==> src/rtl/imem_debug_loader.sv <==
// Debug-side program loader: assembles UART bytes into 32-bit words, writes them
// into instruction memory, then sequences the PC stall for run and single-step.
module imem_debug_loader #(
  parameter int unsigned ADDR_W   = 10,
  parameter logic [31:0] END_WORD = 32'hFFFF_FFFF,
  parameter logic [7:0]  CMD_LOAD = 8'h4C,
  parameter logic [7:0]  CMD_RUN  = 8'h43,
  parameter logic [7:0]  CMD_STEP = 8'h53
) (
  input  logic              clk,
  input  logic              rst,
  input  logic [7:0]        rx_data,
  input  logic              rx_valid,
  output logic              rx_ready,
  input  logic              cpu_halt,
  output logic [31:0]       data_instruction,
  output logic              wr_instruction,
  output logic [ADDR_W-1:0] wr_addr,
  output logic              stopPC_debug,
  output logic              cpu_rst,
  output logic              load_done,
  output logic              step_done,
  output logic [ADDR_W:0]   word_count,
  output logic [2:0]        debugState
);

  // IDLE is encoded as 0 so a zero on debugState always means "waiting for a command".
  typedef enum logic [2:0] {
    IDLE  = 3'd0,
    LOAD  = 3'd1,
    WRITE = 3'd2,
    RUN   = 3'd3,
    STEP  = 3'd4
  } state_t;

  localparam logic [ADDR_W-1:0] LAST_ADDR = '1;

  state_t      state;
  logic [1:0]  byteIdx;
  logic [23:0] asmReg;
  logic        byteFire;

  // Handshake: a byte moves on a rising edge where rx_valid && rx_ready; rx_ready is
  // registered and never depends on rx_valid, and the sender holds rx_data stable
  // while rx_valid is high and the byte has not yet transferred.
  assign byteFire   = rx_valid && rx_ready;
  assign debugState = state;

  always_ff @(posedge clk) begin
    if (!rst) begin
      state            <= IDLE;
      byteIdx          <= '0;
      asmReg           <= '0;
      rx_ready         <= 1'b1;
      wr_instruction   <= 1'b0;
      wr_addr          <= '0;
      data_instruction <= '0;
      stopPC_debug     <= 1'b1;
      cpu_rst          <= 1'b0;
      load_done        <= 1'b0;
      step_done        <= 1'b0;
      word_count       <= '0;
    end else begin
      wr_instruction <= 1'b0;
      load_done      <= 1'b0;
      step_done      <= 1'b0;
      case (state)
        IDLE: begin
          if (byteFire) begin
            if (rx_data == CMD_LOAD) begin
              state      <= LOAD;
              word_count <= '0;
              wr_addr    <= '0;
              byteIdx    <= '0;
              asmReg     <= '0;
              cpu_rst    <= 1'b1;
            end else if (rx_data == CMD_RUN) begin
              state        <= RUN;
              stopPC_debug <= 1'b0;
              rx_ready     <= 1'b0;
            end else if (rx_data == CMD_STEP) begin
              state        <= STEP;
              // A CPU already halted on entry gets no enable cycle.
              stopPC_debug <= cpu_halt;
              rx_ready     <= 1'b0;
            end
          end
        end
        LOAD: begin
          if (byteFire) begin
            if (byteIdx == 2'd3) begin
              state            <= WRITE;
              rx_ready         <= 1'b0;
              wr_instruction   <= 1'b1;
              data_instruction <= {asmReg, rx_data};
              byteIdx          <= '0;
            end else begin
              asmReg  <= {asmReg[15:0], rx_data};
              byteIdx <= byteIdx + 2'd1;
            end
          end
        end
        WRITE: begin
          word_count <= word_count + 1'b1;
          asmReg     <= '0;
          rx_ready   <= 1'b1;
          if (wr_addr != LAST_ADDR) begin
            wr_addr <= wr_addr + 1'b1;
          end
          if (data_instruction == END_WORD || wr_addr == LAST_ADDR) begin
            state     <= IDLE;
            load_done <= 1'b1;
            cpu_rst   <= 1'b0;
          end else begin
            state <= LOAD;
          end
        end
        RUN: begin
          if (cpu_halt) begin
            state        <= IDLE;
            stopPC_debug <= 1'b1;
            rx_ready     <= 1'b1;
          end
        end
        STEP: begin
          state        <= IDLE;
          stopPC_debug <= 1'b1;
          step_done    <= 1'b1;
          rx_ready     <= 1'b1;
        end
        default: begin
          state        <= IDLE;
          stopPC_debug <= 1'b1;
          rx_ready     <= 1'b1;
          cpu_rst      <= 1'b0;
        end
      endcase
    end
  end

endmodule

==> config.mk <==
export PLATFORM = sky130hd
export DESIGN_NAME = imem_debug_loader
export DESIGN_NICKNAME = d
export VERILOG_FILES = /design/src/rtl/imem_debug_loader.sv
export SDC_FILE = /design/constraint.sdc
export NUM_CORES = 1
export LEC_CHECK = 0
export ABC_AREA = 1
export ABC_CLOCK_PERIOD_IN_PS = 1900
export CAP_MARGIN = 20
export CORE_MARGIN = 8
export CORE_UTILIZATION = 53
export DETAILED_ROUTE_END_ITERATION = 10
export GPL_ROUTABILITY_DRIVEN = 0
export GPL_TIMING_DRIVEN = 0
export PLACE_DENSITY = 0.85
export SLEW_MARGIN = 20
export SYNTH_ARGS = -nofsm -noshare
export SYNTH_HDL_FRONTEND = slang
export SYNTH_SLANG_ARGS = --single-unit
==> constraint.sdc <==
create_clock -name clk -period 1.9 [get_ports clk]
set_input_delay 0.285 -clock clk [delete_from_list [all_inputs] [get_ports clk]]
set_output_delay 0.285 -clock clk [all_outputs]
set_load 0.03 [all_outputs]
==> reports/metrics.csv <==
metric,value,unit
cts_tree,done,
routedWlPerCell,14.3,um
cts_hold_buf,0,
slew_violations,0,
ys_seq_elements,88,
clockBufferDepth,2,
post-cts-setup-buffers,0,
busiest_layer,met2,
synth-edff-count,0,
dp_hpwl,8530,um
fin_crit_sh,95.7,%
cts-root-buf,clkbuf_8,
synth_largest_area_cell,dfxtp_1,
r2r-end,asmReg[16],
status,"finished, final reports clean",
drive_above_1_share,14.6,%
cts.htree.levels,3,
rsz0062_at_grt,false,
finalWorstSetupSlack,81.7,ps
max_stage_delay,730,ps
p_leak,2.12,nW
critPathMaxFanout,7,
relSlewSlack,63.6,%
synth_warnings,0,
max_freq,0.550,GHz
syn_area,4300,sq um
coreArea,8050,sq um
synth_cells,616,
tightest_slew,546,ps
synthTopCellsByArea,"dfxtp_1, nand2_1, nor2_1, nor2_2, o21ai_0",
startpoint,wr_addr[8],
ant_nets,0,
die_y,106,um
viasPerCell,5.36,
grt_overflow_total,0,
critPathBufInv,1,
vias,4338,
timing.hold.ws,478,ps
cts_num_sinks,88,
synth.distinct_cells,36,
rows,33,
startpoint_type,flop,
die_w,106,um
grt_pass1_vias,4191,
io_buffers,73,
avgSynthCellArea,6.97,sq um
clkTransAtPathRegs,90,ps
synth_top_area_share,41.0,%
ys_seq_area_share,41.0,%
initialDrtViolationCount,289,
diodes,0,
use_met3,4.30,%
place_ws,-432,ps
regToRegStartpoint,debugState[1],
dieArea,11200,sq um
maxCapViolCount,0,
ioPinCount,74,
hold_viol_final,0,
min_period,1820,ps
dr.pass1.iters,5,
fin_skew,11.7,ps
ir_worst_vdd,0.000406,V
reg2reg_depth,8,
clk_latency,360,ps
crit_end,wr_addr[8],
grtUsageTotal,20.4,%
cp.depth,1,
syn_nets,631,
async_reset_ff_share,0,%
use_met1,23.0,%
ctsResizeCount,2,
end_kind,output pin,
cts_inserted_buffers,9,
hold_class,flop to flop,
setup_violations,0,
ff2ff_setup_slack,170,ps
cp.arrival,1530,ps
fin_nets,715,
cpMaxStageDelayCell,clkdlybuf4s50_1,
start_util,53.3,%
grt_first_pass_wirelength,19200,um
worstSetupPathType,flop to output pin,
powerDensity,629,nW/um^2
crit_chain,clkdlybuf4s50_1,
drc,0,
worstPathRequired,1620,ps
grt_max_degree,15,
antenna_found_initial,0,
use_met2,36.2,%
ys.flop_type,dfxtp_1,
wl,11600,um
critPathTopFamily,buffers and inverters,
area_growth,26.0,%
[cell type report]
class / count / area (sq um)
repair buffers: 73 / 738
flip-flops and latches: 88 / 1770
inverters: 40 / 155
well taps: 105 / 131
multi-input cells: 461 / 2250
clock inverters: 6 / 83.8
clock buffers: 10 / 128
plain buffers: 27 / 164
fillers: 673 / 2640
[cell usage after synthesis (5+ instances only)]
cell / count
dfxtp_1: 88
nor2_1: 94
clkbuf_1: 11
a21oi_1: 24
nand3_1: 39
o21ai_0: 44
nand2_1: 155
inv_2: 6
buf_2: 5
nor2_2: 41
nand4_1: 31
inv_1: 32
[per-stage QoR]
step | total power [mW] | util [%] | area, sq um | std cells | TNS (ps)
after floorplan | 1.98 | - | 4300 | 616 | 0
after global placement | 2.04 | 64.1 | 5160 | 794 | -9620
after detailed placement | 2.04 | 64.1 | 5160 | 794 | -11380
after CTS | 3.42 | 66.7 | 5370 | 810 | 0
after global routing | 3.53 | 67.2 | 5410 | 810 | 0
final | 3.41 | 67.2 | 5410 | 810 | 0
[state kept, by name (all words and copies together), names as in the netlist]
register          count
data_instruction     32
asmReg               24
word_count           11
wr_addr              10
debugState            3
byteIdx               2
cpu_rst               1
load_done             1
rx_ready              1
step_done             1
stopPC_debug          1
wr_instruction        1
[logic make-up after synthesis]
| family | count (synthesis) | share of synthesized area, % |
|---|---|---|
| and+or+nand+nor | 383 | 41.3 |
| DFF | 88 | 41.0 |
| AOI/OAI and AO/OA | 75 | 9.44 |
| buffers and inverters | 67 | 7.37 |
| adders and majority gates | 3 | 0.874 |
[per-layer routing]
metal / vias to the layer above / wire length, um
li1: 2166 / -
met1: 2020 / 4700
met2: 127 / 5970
met3: 25 / 646
met4: 0 / 252
met5: - / 0
[worst min-delay path by stage]
| stage | slack [ps] | cells past startpoint | startpoint | endpoint |
|---|---|---|---|---|
| global placement | 450 | 2 | byteIdx[0] | byteIdx[0] |
| floorplan | 430 | 2 | rx_data[7] | data_instruction[7] |
| global route | 500 | 2 | byteIdx[0] | byteIdx[0] |
| detailed placement | 460 | 2 | byteIdx[1] | byteIdx[1] |
| CTS | 480 | 2 | byteIdx[1] | byteIdx[1] |
| finish | 480 | 2 | byteIdx[0] | byteIdx[0] |
[placed cells by master, fill, tap and decap left out, types with 2 or more instances in the layout]
cell type	count
clkinv_2	3
dfxtp_1	85
clkbuf_8	9
o21bai_1	2
nor2_2	41
clkbuf_2	3
bufinv_16	2
a21oi_1	24
buf_2	5
buf_6	4
or2_2	4
nor2_1	93
inv_4	2
clkbuf_1	10
clkdlybuf4s50_1	70
buf_1	4
dfxtp_2	3
nand2_1	152
nor2_4	2
nor3_1	4
ha_1	3
buf_8	2
nand2_4	6
inv_2	6
nand4_1	31
dlymetal6s2s_1	3
nand3_1	39
nand2_2	4
o21ai_0	43
inv_1	32
[power by group]
part	leakage (nW)	internal, mW	switching (mW)
Combinational	1.30	0.0526	0.0999
Clock	0.110	0.737	0.667
Sequential	0.710	1.85	0.00270
Total	2.12	2.64	0.770
Note: power is estimated with default switching activity, not from simulation.
